===== config.mk =====
export PLATFORM = sky130hd
export DESIGN_NAME = sysid_check_ctrl
export DESIGN_NICKNAME = d
export VERILOG_FILES = /design/src/rtl/sysid_check_ctrl.sv
export SDC_FILE = /design/constraint.sdc
export NUM_CORES = 1
export LEC_CHECK = 0
export CAP_MARGIN = 20
export CORE_MARGIN = 5
export CORE_UTILIZATION = 44
export CTS_CLUSTER_SIZE = 8
export DETAILED_ROUTE_END_ITERATION = 16
export PLACE_DENSITY_LB_ADDON = 0.05
export SETUP_SLACK_MARGIN = 0.2
export SLEW_MARGIN = 20
export SYNTH_ARGS = -nofsm -noshare
export SYNTH_HDL_FRONTEND = slang
export SYNTH_SLANG_ARGS = --single-unit

===== constraint.sdc =====
create_clock -name clock -period 1.9 [get_ports clock]
set_input_delay 0.38 -clock clock [delete_from_list [all_inputs] [get_ports clock]]
set_output_delay 0.38 -clock clock [all_outputs]
set_load 0.02 [all_outputs]

===== src/rtl/sysid_check_ctrl.sv =====
// sysid_check_ctrl: boot-time Avalon-MM reader that checks system ID and build timestamp against expected constants
module sysid_check_ctrl #(
  parameter logic [31:0] EXPECTED_ID    = 32'hACD51302,
  parameter logic [31:0] EXPECTED_TS    = 32'h53A09A30,
  parameter int          CHECK_TS       = 1,
  parameter int          READ_LATENCY   = 0,
  parameter int          TIMEOUT_CYCLES = 255
) (
  input  logic        clock,
  input  logic        reset_n,
  input  logic        start,
  output logic        avm_address,
  output logic        avm_read,
  input  logic        avm_waitrequest,
  input  logic [31:0] avm_readdata,
  output logic        busy,
  output logic        done,
  output logic        pass,
  output logic        id_ok,
  output logic        ts_ok,
  output logic        timeout,
  output logic [31:0] id_value,
  output logic [31:0] ts_value
);
  typedef enum logic [2:0] {IDLE, RD_ID, LAT_ID, RD_TS, LAT_TS, FIN} state_t;
  localparam logic [2:0]  LAT_M1 = 3'(READ_LATENCY > 0 ? READ_LATENCY - 1 : 0);
  localparam logic [15:0] TO_M1  = 16'(TIMEOUT_CYCLES - 1);
  localparam bit          LAT0   = (READ_LATENCY == 0);
  localparam bit          DO_TS  = (CHECK_TS != 0);
  state_t      r_state, w_next, w_id_next;
  logic [15:0] r_cnt;
  logic [2:0]  r_lat;
  logic        r_id_cap, r_ts_cap, r_done, r_pass, r_id_ok, r_ts_ok, r_timeout;
  logic [31:0] r_id_value, r_ts_value;
  logic        w_acc, w_to, w_start, w_in_rd, w_cap_id, w_cap_ts, w_to_fire, w_enter, w_id_ok, w_ts_ok;
  assign avm_read    = (r_state == RD_ID) || (r_state == RD_TS);
  assign avm_address = (r_state == RD_TS) || (r_state == LAT_TS);
  assign busy        = (r_state != IDLE);
  assign done        = r_done;
  assign pass        = r_pass;
  assign id_ok       = r_id_ok;
  assign ts_ok       = r_ts_ok;
  assign timeout     = r_timeout;
  assign id_value    = r_id_value;
  assign ts_value    = r_ts_value;
  assign w_acc       = avm_read & ~avm_waitrequest;
  assign w_to        = (r_cnt == TO_M1);
  assign w_start     = (r_state == IDLE) & start;
  assign w_in_rd     = (r_state == RD_ID) || (r_state == LAT_ID) || (r_state == RD_TS) || (r_state == LAT_TS);
  // a capture on the timeout cycle still counts, so timeout only fires when nothing is captured
  assign w_cap_id    = ((r_state == RD_ID) && w_acc && LAT0) || ((r_state == LAT_ID) && (r_lat == LAT_M1));
  assign w_cap_ts    = ((r_state == RD_TS) && w_acc && LAT0) || ((r_state == LAT_TS) && (r_lat == LAT_M1));
  assign w_to_fire   = w_in_rd & w_to & ~w_cap_id & ~w_cap_ts;
  assign w_enter     = (w_next != r_state) && ((w_next == RD_ID) || (w_next == RD_TS));
  assign w_id_next   = DO_TS ? RD_TS : FIN;
  assign w_id_ok     = r_id_cap && (r_id_value == EXPECTED_ID);
  assign w_ts_ok     = !DO_TS || (r_ts_cap && (r_ts_value == EXPECTED_TS));
  // state register; reset drops the read strobe immediately since it decodes from state
  always_ff @(posedge clock or negedge reset_n) begin
    if (!reset_n) r_state <= IDLE;
    else          r_state <= w_next;
  end
  // next-state: capture beats timeout, timeout beats entering the latency wait
  always_comb begin
    w_next = r_state;
    case (r_state)
      IDLE:    w_next = start ? RD_ID : IDLE;
      RD_ID:   w_next = w_cap_id ? w_id_next : w_to ? FIN : w_acc ? LAT_ID : RD_ID;
      LAT_ID:  w_next = w_cap_id ? w_id_next : w_to ? FIN : LAT_ID;
      RD_TS:   w_next = (w_cap_ts || w_to) ? FIN : w_acc ? LAT_TS : RD_TS;
      LAT_TS:  w_next = (w_cap_ts || w_to) ? FIN : LAT_TS;
      FIN:     w_next = IDLE;
      default: w_next = IDLE;
    endcase
  end
  // counters, captured words and sticky status flags
  always_ff @(posedge clock or negedge reset_n) begin
    if (!reset_n) begin
      r_cnt      <= '0;
      r_lat      <= '0;
      r_id_cap   <= 1'b0;
      r_ts_cap   <= 1'b0;
      r_done     <= 1'b0;
      r_pass     <= 1'b0;
      r_id_ok    <= 1'b0;
      r_ts_ok    <= 1'b0;
      r_timeout  <= 1'b0;
      r_id_value <= '0;
      r_ts_value <= '0;
    end else begin
      r_cnt  <= w_enter ? '0 : w_in_rd ? r_cnt + 16'd1 : r_cnt;
      r_lat  <= w_acc ? '0 : r_lat + 3'd1;
      r_done <= (r_state == FIN);
      if (w_start) begin
        r_id_cap  <= 1'b0;
        r_ts_cap  <= 1'b0;
        r_pass    <= 1'b0;
        r_id_ok   <= 1'b0;
        r_ts_ok   <= 1'b0;
        r_timeout <= 1'b0;
      end
      if (w_cap_id) begin
        r_id_value <= avm_readdata;
        r_id_cap   <= 1'b1;
      end
      if (w_cap_ts) begin
        r_ts_value <= avm_readdata;
        r_ts_cap   <= 1'b1;
      end
      if (w_to_fire) r_timeout <= 1'b1;
      if (r_state == FIN) begin
        r_id_ok <= w_id_ok;
        r_ts_ok <= w_ts_ok;
        r_pass  <= w_id_ok & w_ts_ok & ~r_timeout;
      end
    end
  end
endmodule


# After elaboration in Yosys (flattened, before gate mapping)
# Index checks and enable logic that the tools add are counted.
# word_totals
register_bits	93
in_bits	36
word_cells	80
# classes
addsub	2
n_eq_ne	11
muxes	20
bitwise	11
reduce_logical	24
# op_table
operator	count
$eq A32 B31 Y1 const B	1
$eq A32 B32 Y1 const B	1
$mux W16	2
$mux W3	7
$add A16 B1 Y16 const B	1
$eq A16 B8 Y1 const B	1
$pmux W3 S5	1
$reduce_bool A2 Y1	5
$eq A3 B2 Y1 const B	3
$logic_or A1 B1 Y1	9
$mux W1	9
$and A1 B1 Y1	7
$logic_and A1 B1 Y1	7
$eq A3 B1 Y1 const B	2
$eq A3 B3 Y1 const B	2
$logic_not A3 Y1	2
$not A1 Y1	4
$add A3 B1 Y3 const B	1
$ne A3 B3 Y1	1
$reduce_bool A3 Y1	1
$mux W2	1

# Longest topological paths before layout
# Gate-level depths: netlist (run 1).
# logic_depth
ltp_word	12
depth_mapped	7
mapped_depth_nobuf	6

# Worst setup path after synthesis (run 1)
# OpenSTA, ideal clock, no wires.
# synth_path
path_type	reg2reg
startpoint	register r_lat[0]
endpoint	register r_id_value[23] (netlist: id_value[23])
t_arrival_ps	1777
path_slack_ps	-2
stages_incl_launch_ff	8
n_path_buf	1
period_less_slack_ps	1902
path_cell_list	dfrtp_1 -> inv_1 -> ha_1 -> nor2b_1 -> nand3b_1 -> a21oi_2 -> buf_2 -> mux2_2
# synth_via
elab_chain_len	3
# synth_lines
element	line	source
start, declared	32	logic [2:0] r_lat;
start signal, assigned	92	r_lat <= w_acc ? '0 : r_lat + 3'd1;
$logic_not A3 Y1	51	assign w_cap_id = ((r_state == RD_ID) && w_acc && LAT0) || ((r_state == LAT_ID) && (r_lat == LAT_M1));
$logic_and A1 B1 Y1	51	
$logic_or A1 B1 Y1	51	
end signal, assigned	103	r_id_value <= avm_readdata;
end, declared	34	logic [31:0] r_id_value, r_ts_value;
# No other way between the ends.
# A chain may end at the register's enable or synchronous reset.

# Worst setup path after layout (run 1)
# layout_path
startpoint	register r_cnt[12]
endpoint	register r_state[1]
# layout_via
elab_chain_len	4
elab_cells_between_ends	8
cone_classes	1 x eq/ne; 6 x mux; 1 x reduce/logical
# layout_lines
element	line	source
start, declared	31	logic [15:0] r_cnt;
start signal, assigned	91	r_cnt <= w_enter ? '0 : w_in_rd ? r_cnt + 16'd1 : r_cnt;
$eq A16 B8 Y1 *	47	assign w_to = (r_cnt == TO_M1);
$mux W3 (tied with other cells)	69	LAT_ID: w_next = w_cap_id ? w_id_next : w_to ? FIN : LAT_ID;
$mux W3, on equally long branches	69, 68, 70	
$pmux W3 S5 *	66	case (r_state)
net w_next[1]	30	state_t r_state, w_next, w_id_next;
end signal, assigned	61	else r_state <= w_next;
end, declared	30	
# The timed path passes the listed nets; every way through them passes the cells marked *.

==> results of run 1 <==
-- what timing repair did --
item,in CTS,in global routing
pin swaps,10,8
setup buffers,12,10
hold buffers,1,0
hold endpoints to repair,30,0
gates resized for setup,94,36
setup endpoints to repair,151,92
cloned,4,4
-- where the power goes --
part | internal (W) | switching (W) | total, W
logic | 0.00314 | 0.00261 | 0.00575
registers | 0.00282 | 0.000733 | 0.00356
clock network | 0.000728 | 0.000685 | 0.00141
total | 0.00669 | 0.00403 | 0.0107
-- state kept, by name, summed over array words and instances (netlist names), 3 cells and up --
name      flops
id_value     32
ts_value     32
r_cnt        16
r_lat         3
r_state       3
-- cells by family after synthesis --
kind of cell,Yosys count,share of synthesized area
AND/OR/NAND/NOR,93,0.1423
flip-flops,93,0.5716
multiplexers,65,0.1795
AO/OA/AOI/OAI,35,0.05716
buffers and inverters,21,0.02213
XOR/XNOR,7,0.01506
adder cells (fa/ha/maj),4,0.01229
-- placed cells by master (no fill, tap or decap), types with 5 or more instances in the layout --
cell type,instances
sky130_fd_sc_hd__a21oi_1,10
sky130_fd_sc_hd__buf_12,11
sky130_fd_sc_hd__buf_4,32
sky130_fd_sc_hd__buf_6,5
sky130_fd_sc_hd__clkbuf_8,9
sky130_fd_sc_hd__clkdlybuf4s50_1,34
sky130_fd_sc_hd__dfrtp_1,90
sky130_fd_sc_hd__dlygate4sd2_1,69
sky130_fd_sc_hd__inv_1,7
sky130_fd_sc_hd__mux2_2,25
sky130_fd_sc_hd__mux2_4,39
sky130_fd_sc_hd__nand2_1,12
sky130_fd_sc_hd__nand4_1,11
sky130_fd_sc_hd__nor2_1,13
sky130_fd_sc_hd__o31ai_1,5
sky130_fd_sc_hd__or3_1,6
sky130_fd_sc_hd__or4_1,5
-- worst min path at each step --
| stage | from | end | slack, ns | cells after the start |
|---|---|---|---|---|
| after floorplan | reset_n | done | 0.08 | 0 |
| after global placement | reset_n | r_lat[1] | 0.36 | 1 |
| after detailed placement | reset_n | r_lat[1] | 0.36 | 1 |
| after CTS | reset_n | r_lat[1] | 0.51 | 2 |
| after global routing | r_id_cap | r_id_cap | 0.51 | 1 |
| final | r_id_cap | r_id_cap | 0.50 | 1 |
-- layer usage --
| layer | vias up | GRT usage | wire (um) |
|---|---|---|---|
| met4 | 0 | 0.03700 | 82 |
| li1 | 1497 | - | - |
| met1 | 1592 | 0.2665 | 5053 |
| met3 | 8 | 0.05707 | 458 |
| met5 | - | 0 | 0 |
| met2 | 66 | 0.3394 | 6014 |
-- metrics by stage --
stage / hold WS (ns) / utilization
after global routing: 0.5135 / 0.6966
after global placement: 0.3647 / 0.6158
after CTS: 0.5114 / 0.6646
after detailed placement: 0.3609 / 0.6158
after floorplan: 0.08441 / -
final: 0.4983 / 0.6966
-- final cells by class --
class                           instances  area share
Inverter                                9    0.005324
Clock buffer                           10     0.02011
Sequential cell                        93      0.3674
Clock inverter                          4     0.01183
Tap cell                              111     0.02189
Multi-Input combinational cell        204      0.3025
Timing Repair Buffer                  164      0.2710
-- critical path: stages (launching register included) --
cell	delay, ns
sky130_fd_sc_hd__dfrtp_1	0.39
sky130_fd_sc_hd__or4_4	0.57
sky130_fd_sc_hd__or4_4	0.57
sky130_fd_sc_hd__o21ai_2	0.18
sky130_fd_sc_hd__o311ai_1	0.14
==> results.ini, run 1 <==
[die]
initial_core_util = 0.4470
ios = 108
die-area_mm2 = 0.01128
chipHeight_um = 106.2
cell_row_count = 35
chipWidth_um = 106.2
coreArea_mm2 = 0.009109

[finish]
multi_input_comb_area_mm2 = 0.001919
final_cells = 595
final-seq-area_mm2 = 0.002331
layout-drive-gt1-share = 0.3450
diodes = 0
final_design_area_no_fill_mm2 = 0.006345
finish.net_count = 521
fillerInstances = 680
area.growth.synth_to_final_pct = 55.84

[timing]
period_minus_slack_ns = 1.981
final_min_period_over_clock_period = 1.043
finalSetupTns_ns = -0.1466
timing_hold_violations_final = 0
grt_setup_unrepaired = true
finalWorstSetupSlack_ns = -0.08123
worst_clock_skew_ns = 0.01487
least_margin_pin_slew_ns = 0.4532
maxSlewViolCount = 0
timing.final.setup_violations = 9
maxSlewHeadroom = 0.6979
max_clock_freq_mhz = 504.7

[critical_path]
worst_r2r_path_depth = 4
crit_path_end = r_state[1]
worst_r2r_startpoint = r_cnt[12]
cp_data_arrival_time_ns = 2.20
timing.reg2reg.setup_slack_ns = -0.08
endpoint_kind = flip-flop
worst-endpoint-required_ns = 2.12
critPathKind = reg -> reg
startpoint = r_cnt[12]
critical_path.max_fanout = 4
worstReg2RegEnd = r_state[1]
startpoint_type = flip-flop

[flow_run]
max_cap_violations = 0

[clock_network]
numCtsBuffers = 9
root_buffer = sky130_fd_sc_hd__clkbuf_8
cts_buffer_depth = 2
clock_sink_count = 93
cts_tree = built
clock_latency_late_sink_ns = 0.35
worst_setup_hold_path_clk_slew_ns = 0.10
clock_tree.htree_level_count = 3

[global_routing]
grt_first_pass_wirelength_um = 17800
grt_pass1_vias = 3267
globalRouteTotalUtil = 0.2030
pin_count_of_the_biggest_net_entering_global_routing = 33
number_of_antenna_violations_at_the_first_check_in_global_routing = 0
grt_overflow = 0

[drt]
remaining_design_rule_violation_count = 0
viasPerCell = 5.316
routed_wl_um = 11610
route.detailed.wl_per_inst_um = 19.51
drt_first_pass_iters = 4
ant_nets = 0
drt_iter0_drc = 88
via_count = 3163

[logic_synthesis]
synth_nets = 358
synth.most_common_cell = sky130_fd_sc_hd__dfrtp_1
post-synth-top-area-fraction = 0.5716
netlist_instances = 318
synth.yosys.warnings = 0
synth_edf_count = 0
sequential_cell_area_fraction_in_the_yosys_report = 0.5716
synth_top_cell_by_area = sky130_fd_sc_hd__dfrtp_1
synthDistinctLibCells = 43
syn-cell-area_mm2 = 0.004071
postSynth.asyncResetShare = 1.000
synth_top_flop_cell = sky130_fd_sc_hd__dfrtp_1
post_synth_top_cells = sky130_fd_sc_hd__dfrtp_1 (93), sky130_fd_sc_hd__mux2_2 (63), sky130_fd_sc_hd__nor2_1 (14)
avgSynthCellArea_um2 = 12.80
synth.area.top_cells = sky130_fd_sc_hd__dfrtp_1 (57%), sky130_fd_sc_hd__mux2_2 (17%), sky130_fd_sc_hd__nand4_1 (1.7%)
postSynthRegisterBits = 93

[worst_hold_path]
worst_hold_path_type = reg -> reg

[pwr]
vdd.ir_drop.worst_mv = 1.022
p_leak_nw = 2.882
pwr_density_cell_mw_per_mm2 = 1690
power_w = 0.01072

[place]
place_area_mm2 = 0.005609
post-place-cells = 550
post_detail_place_hpwl_um = 7363
port_buffers = 107
gpl.final_weighted_congestion = 0.8154
pre_cts_ws_ns = -0.3171

[status]
failed_checks = negative setup slack
outcome = complete, but fails checks

Power figures use the tool's default switching activity.
==> run 2: changes to the inputs <==
--- a/config.mk
+++ b/config.mk
@@ -7,7 +7,9 @@
 export LEC_CHECK = 0
 export CAP_MARGIN = 20
 export CORE_MARGIN = 5
-export CORE_UTILIZATION = 44
+export CORE_UTILIZATION = 45
+export CTS_BUF_LIST = sky130_fd_sc_hd__clkbuf_4 sky130_fd_sc_hd__clkbuf_8
+export CTS_CLUSTER_DIAMETER = 30
 export CTS_CLUSTER_SIZE = 8
 export DETAILED_ROUTE_END_ITERATION = 16
 export PLACE_DENSITY_LB_ADDON = 0.05
==> results.ini, run 2 (synthesized netlist as in run 1, its figures left out) <==
[status]
outcome = completed

[global_routing]
pin_count_of_the_biggest_net_entering_global_routing = 45
grt_first_pass_wirelength_um = 17470
globalRouteTotalUtil = 0.1974
grt_overflow = 0
number_of_antenna_violations_at_the_first_check_in_global_routing = 0
grt_pass1_vias = 3351

[pwr]
pwr_density_cell_mw_per_mm2 = 1684
p_leak_nw = 2.920
vdd.ir_drop.worst_mv = 0.9605

[die]
chipWidth_um = 105.1
initial_core_util = 0.4646
cell_row_count = 34
coreArea_mm2 = 0.008763
chipHeight_um = 105.1
die-area_mm2 = 0.01105
ios = 108

[timing]
period_minus_slack_ns = 1.860
finalSetupTns_ns = 0
maxSlewViolCount = 0
finalWorstSetupSlack_ns = 0.04011
timing.final.setup_violations = 0
final_min_period_over_clock_period = 0.9789
least_margin_pin_slew_ns = 0.4304
maxSlewHeadroom = 0.7122
timing_hold_violations_final = 0
worst_clock_skew_ns = 0.009403
max_clock_freq_mhz = 537.7
grt_setup_unrepaired = true

[drt]
viasPerCell = 5.397
routed_wl_um = 11410
route.detailed.wl_per_inst_um = 19.54
remaining_design_rule_violation_count = 0
drt_first_pass_iters = 4
drt_iter0_drc = 84
ant_nets = 0
via_count = 3152

[finish]
final_common_cell = sky130_fd_sc_hd__dfrtp_1
finish.net_count = 512
area.growth.synth_to_final_pct = 57.10
fillerInstances = 593
final_cells = 584
layout-drive-gt1-share = 0.3613
mostFrequentLayoutCells = sky130_fd_sc_hd__dfrtp_1 (90), sky130_fd_sc_hd__dlygate4sd2_1 (68), sky130_fd_sc_hd__mux2_4 (64)
diodes = 0

[critical_path]
timing.critical_path.slowest_stage_cell = sky130_fd_sc_hd__or4_1
crit_path_cells = buf_6, o21ai_4, buf_6, nand4_1, or4_1, a21oi_2
startpoint_type = flip-flop
cp.depth = 6
critPathKind = reg -> reg
cpMostUsedCell = sky130_fd_sc_hd__buf_6
endpoint_kind = flip-flop
critical_path.n_buffers_inverters = 2
cp_data_arrival_time_ns = 2.15
critical_path.max_fanout = 7
timing.critical_path.slowest_cell_delay_ns = 0.58
worst-endpoint-required_ns = 2.19
worst_r2r_path_depth = 6
path_delay_family = simple AND/OR/NAND/NOR gates

[clock_network]
cts_tree = built
root_buffer = sky130_fd_sc_hd__clkbuf_8
clock_sink_count = 93
numCtsBuffers = 9
cts_buffer_depth = 2
clock_tree.htree_level_count = 3
worst_setup_hold_path_clk_slew_ns = 0.09
clock_latency_late_sink_ns = 0.35

[worst_hold_path]
worst_hold_path_type = in -> async

[flow_run]
max_cap_violations = 0

[place]
post_detail_place_hpwl_um = 7449
port_buffers = 107
post-place-cells = 542
gpl.final_weighted_congestion = 0.8159
pre_cts_ws_ns = -0.3511

run 2: final cells by class:
cell class	count	area [um^2]	share of cell area
Sequential cell	93	2331	0.3644
Clock buffer	11	145.1	0.02269
Clock inverter	4	72.57	0.01135
Timing Repair Buffer	155	1593	0.2490
Multi-Input combinational cell	204	2086	0.3261
Tap cell	108	135.1	0.02113
Inverter	9	33.78	0.005282
run 2: repair_timing:
item | in CTS | in global routing
gates cloned | 2 | 6
buffers inserted | 12 | 6
pin swaps | 12 | 20
hold buffers | 1 | 0
resized for setup | 91 | 82
setup endpoints to repair | 151 | 82
endpoints found under the hold margin | 24 | 0
run 2: power breakdown:
part | switching [W] | internal, W
registers | 0.000804 | 0.00282
logic | 0.00256 | 0.00313
clock network | 0.000680 | 0.000784
run 2: worst register-to-register path, delay by kind of cell (launching register included):
family | cells | cell delay [ns]
AO/OA/AOI/OAI | 2 | 0.27
buffers and inverters | 2 | 0.29
flip-flops | 1 | 0.49
AND/OR/NAND/NOR | 2 | 0.75
run 2: per-layer routing:
| layer | part of all wire | global-route usage | vias to the layer above |
|---|---|---|---|
| met5 | 0 | 0 | - |
| met4 | 0.012 | 0.05753 | 0 |
| met3 | 0.051 | 0.04871 | 11 |
| met2 | 0.48 | 0.3197 | 80 |
| met1 | 0.45 | 0.2637 | 1589 |
| li1 | - | - | 1472 |
run 2: path summary, 6_finish.rpt:
| kind | slack (ns) | from | endpoint |
|---|---|---|---|
| max | 0.04 | r_state[0] | r_cnt[14] |
| min | 0.48 | reset_n | r_lat[0] |
| max reg2reg | 0.04 | r_state[0] | r_cnt[14] |
| min reg2reg | 0.50 | ts_ok | ts_ok |
| max in group asynchronous | 0.77 | reset_n | id_value[31] |
| min in group clock | 0.50 | ts_ok | ts_ok |
run 2: metrics by stage:
| step | power, W | cell area [um^2] | hold slack (ns) | utilization |
|---|---|---|---|---|
| after floorplan | 0.006319 | 4204 | 0.08441 | - |
| after global placement | 0.008563 | 5555 | 0.3211 | 0.6339 |
| after detailed placement | 0.008648 | 5555 | 0.3213 | 0.6339 |
| after CTS | 0.009981 | 5909 | 0.4802 | 0.6743 |
| after global routing | 0.01131 | 6396 | 0.5038 | 0.7299 |
| final | 0.01077 | 6396 | 0.4825 | 0.7299 |
==> run 3: changes to the inputs <==
--- a/config.mk
+++ b/config.mk
@@ -6,7 +6,6 @@
 export NUM_CORES = 1
 export LEC_CHECK = 0
 export CAP_MARGIN = 20
-export CORE_MARGIN = 5
 export CORE_UTILIZATION = 45
 export CTS_BUF_LIST = sky130_fd_sc_hd__clkbuf_4 sky130_fd_sc_hd__clkbuf_8
 export CTS_CLUSTER_DIAMETER = 30
==> results.ini, run 3 (synthesized netlist as in run 1, its figures left out) <==
[status]
outcome = completed

[critical_path]
timing.critical_path.slowest_stage_cell = sky130_fd_sc_hd__dfrtp_1
crit_path_cells = inv_1, ha_2, nor2b_4, nand3b_1, a21oi_4, buf_4, buf_8, mux2_2
cp_data_arrival_time_ns = 2.08
startpoint_type = flip-flop
worst-endpoint-required_ns = 2.14
worst_r2r_startpoint = r_lat[1]
path_delay_family = flip-flops
timing.critical_path.slowest_cell_delay_ns = 0.39
endpoint_kind = flip-flop
critPathKind = reg -> reg
critical_path.n_buffers_inverters = 3
startpoint = r_lat[1]
critical_path.max_fanout = 5

[die]
chipHeight_um = 97.12
coreArea_mm2 = 0.008721
die-area_mm2 = 0.009432
chipWidth_um = 97.12
ios = 108
initial_core_util = 0.4669
cell_row_count = 34

[global_routing]
grt_overflow = 0
number_of_antenna_violations_at_the_first_check_in_global_routing = 0
grt_first_pass_wirelength_um = 16920
pin_count_of_the_biggest_net_entering_global_routing = 46
globalRouteTotalUtil = 0.2271
grt_pass1_vias = 3277

[finish]
multi_input_comb_area_mm2 = 0.002037
final_cells = 594
fillerInstances = 613
layout-drive-gt1-share = 0.3951
final_common_cell = sky130_fd_sc_hd__dfrtp_1
area.growth.synth_to_final_pct = 56.98
final_design_area_no_fill_mm2 = 0.006391
final-seq-area_mm2 = 0.002331
mostFrequentLayoutCells = sky130_fd_sc_hd__dfrtp_1 (90), sky130_fd_sc_hd__dlygate4sd2_1 (69), sky130_fd_sc_hd__mux2_2 (34), sky130_fd_sc_hd__clkdlybuf4s50_1 (34), sky130_fd_sc_hd__buf_4 (34)
finish.net_count = 522
diodes = 0

[drt]
remaining_design_rule_violation_count = 0
ant_nets = 0
via_count = 3250
drt_first_pass_iters = 4
route.detailed.wl_per_inst_um = 19.46
drt_iter0_drc = 127
routed_wl_um = 11560
viasPerCell = 5.471

[place]
post-place-cells = 545
place_area_mm2 = 0.005553
gpl.final_weighted_congestion = 0.8226
port_buffers = 107
pre_cts_ws_ns = -0.2823
post_detail_place_hpwl_um = 6986

[pwr]
power.net_switching_w = 0.004098
vdd.ir_drop.worst_mv = 1.043
p_leak_nw = 2.846
power.share.switching = 0.3865
power_frac_clock = 0.122
power.sequential.fraction = 0.341
power.internal_w = 0.006505
pwr_density_cell_mw_per_mm2 = 1659
share_comb_of_total_power = 0.537

[worst_hold_path]
worst_hold_path_type = reg -> reg
worst_hold_startpoint = r_ts_cap

[timing]
maxSlewHeadroom = 0.7120
timing.final.setup_violations = 0
period_minus_slack_ns = 1.845
whs_ns = 0.5024
finalWorstSetupSlack_ns = 0.05533
least_margin_pin_slew_ns = 0.4321
final_min_period_over_clock_period = 0.9709
grt_setup_unrepaired = true
worst_clock_skew_ns = 0.009911
max_clock_freq_mhz = 542.1
timing_hold_violations_final = 0
maxSlewViolCount = 0
finalSetupTns_ns = 0

[clock_network]
clock_tree.htree_level_count = 3
cts_tree = built
root_buffer = sky130_fd_sc_hd__clkbuf_8
clock_sink_count = 93
clock_latency_late_sink_ns = 0.35
cts_buffer_depth = 2
worst_setup_hold_path_clk_slew_ns = 0.09
numCtsBuffers = 9

[flow_run]
max_cap_violations = 0

## run 3: worst register-to-register path, stage by stage, from the launching register on
cell	delay, ns
sky130_fd_sc_hd__dfrtp_1	0.39
sky130_fd_sc_hd__inv_1	0.06
sky130_fd_sc_hd__ha_2	0.15
sky130_fd_sc_hd__nor2b_4	0.14
sky130_fd_sc_hd__nand3b_1	0.16
sky130_fd_sc_hd__a21oi_4	0.20
sky130_fd_sc_hd__buf_4	0.17
sky130_fd_sc_hd__buf_8	0.12
sky130_fd_sc_hd__mux2_2	0.32
## run 3: path summary, 6_finish.rpt
| check | slack [ns] | cells after the start | end |
|---|---|---|---|
| worst min register to register | 0.50 | 1 | r_ts_cap |
| min in group asynchronous | 0.53 | 2 | ts_value[24] |
| worst max register to register | 0.06 | 8 | id_value[24] |
| worst max-delay path | 0.06 | 8 | id_value[24] |
| max in group asynchronous | 0.77 | 3 | r_state[1] |
| worst min-delay path | 0.50 | 1 | r_ts_cap |
## run 3: routing by layer
metal / GRT usage / wire length, um
met1: 0.2818 / 4889
met5: 0 / 0
met4: 0.07463 / 216
met2: 0.3830 / 5943
met3: 0.06259 / 510
## run 3: repair_timing
action                                 in CTS  in global routing
buffers inserted                           15                  9
resized for setup                         101                 62
hold buffers                                1                  0
setup endpoints to repair                 149                 84
endpoints found under the hold margin      29                  0
gates cloned                                2                  7
pin swaps                                  22                 23
## run 3: cell type report
cell class / instances / share of cell area
Timing Repair Buffer: 165 / 0.2606
Multi-Input combinational cell: 204 / 0.3187
Clock buffer: 11 / 0.02173
Clock inverter: 4 / 0.007831
Sequential cell: 93 / 0.3647
Inverter: 9 / 0.005286
Tap cell: 108 / 0.02114
## run 3: power by group through the flow
stage                     Combinational [W]  Clock (W)  Sequential, W
after floorplan                     0.00204          0        0.00427
after CTS                           0.00492    0.00132        0.00355
after global routing                0.00602    0.00139        0.00375
after global placement              0.00492          0        0.00357
after detailed placement            0.00500          0        0.00358
final                               0.00569    0.00130        0.00361
## run 3: stage by stage
stage               power, W  utilization
floorplan           0.006319            -
global route         0.01116       0.7329
CTS                 0.009794       0.6796
global placement    0.008488       0.6367
detailed placement  0.008575       0.6367
finish               0.01060       0.7329
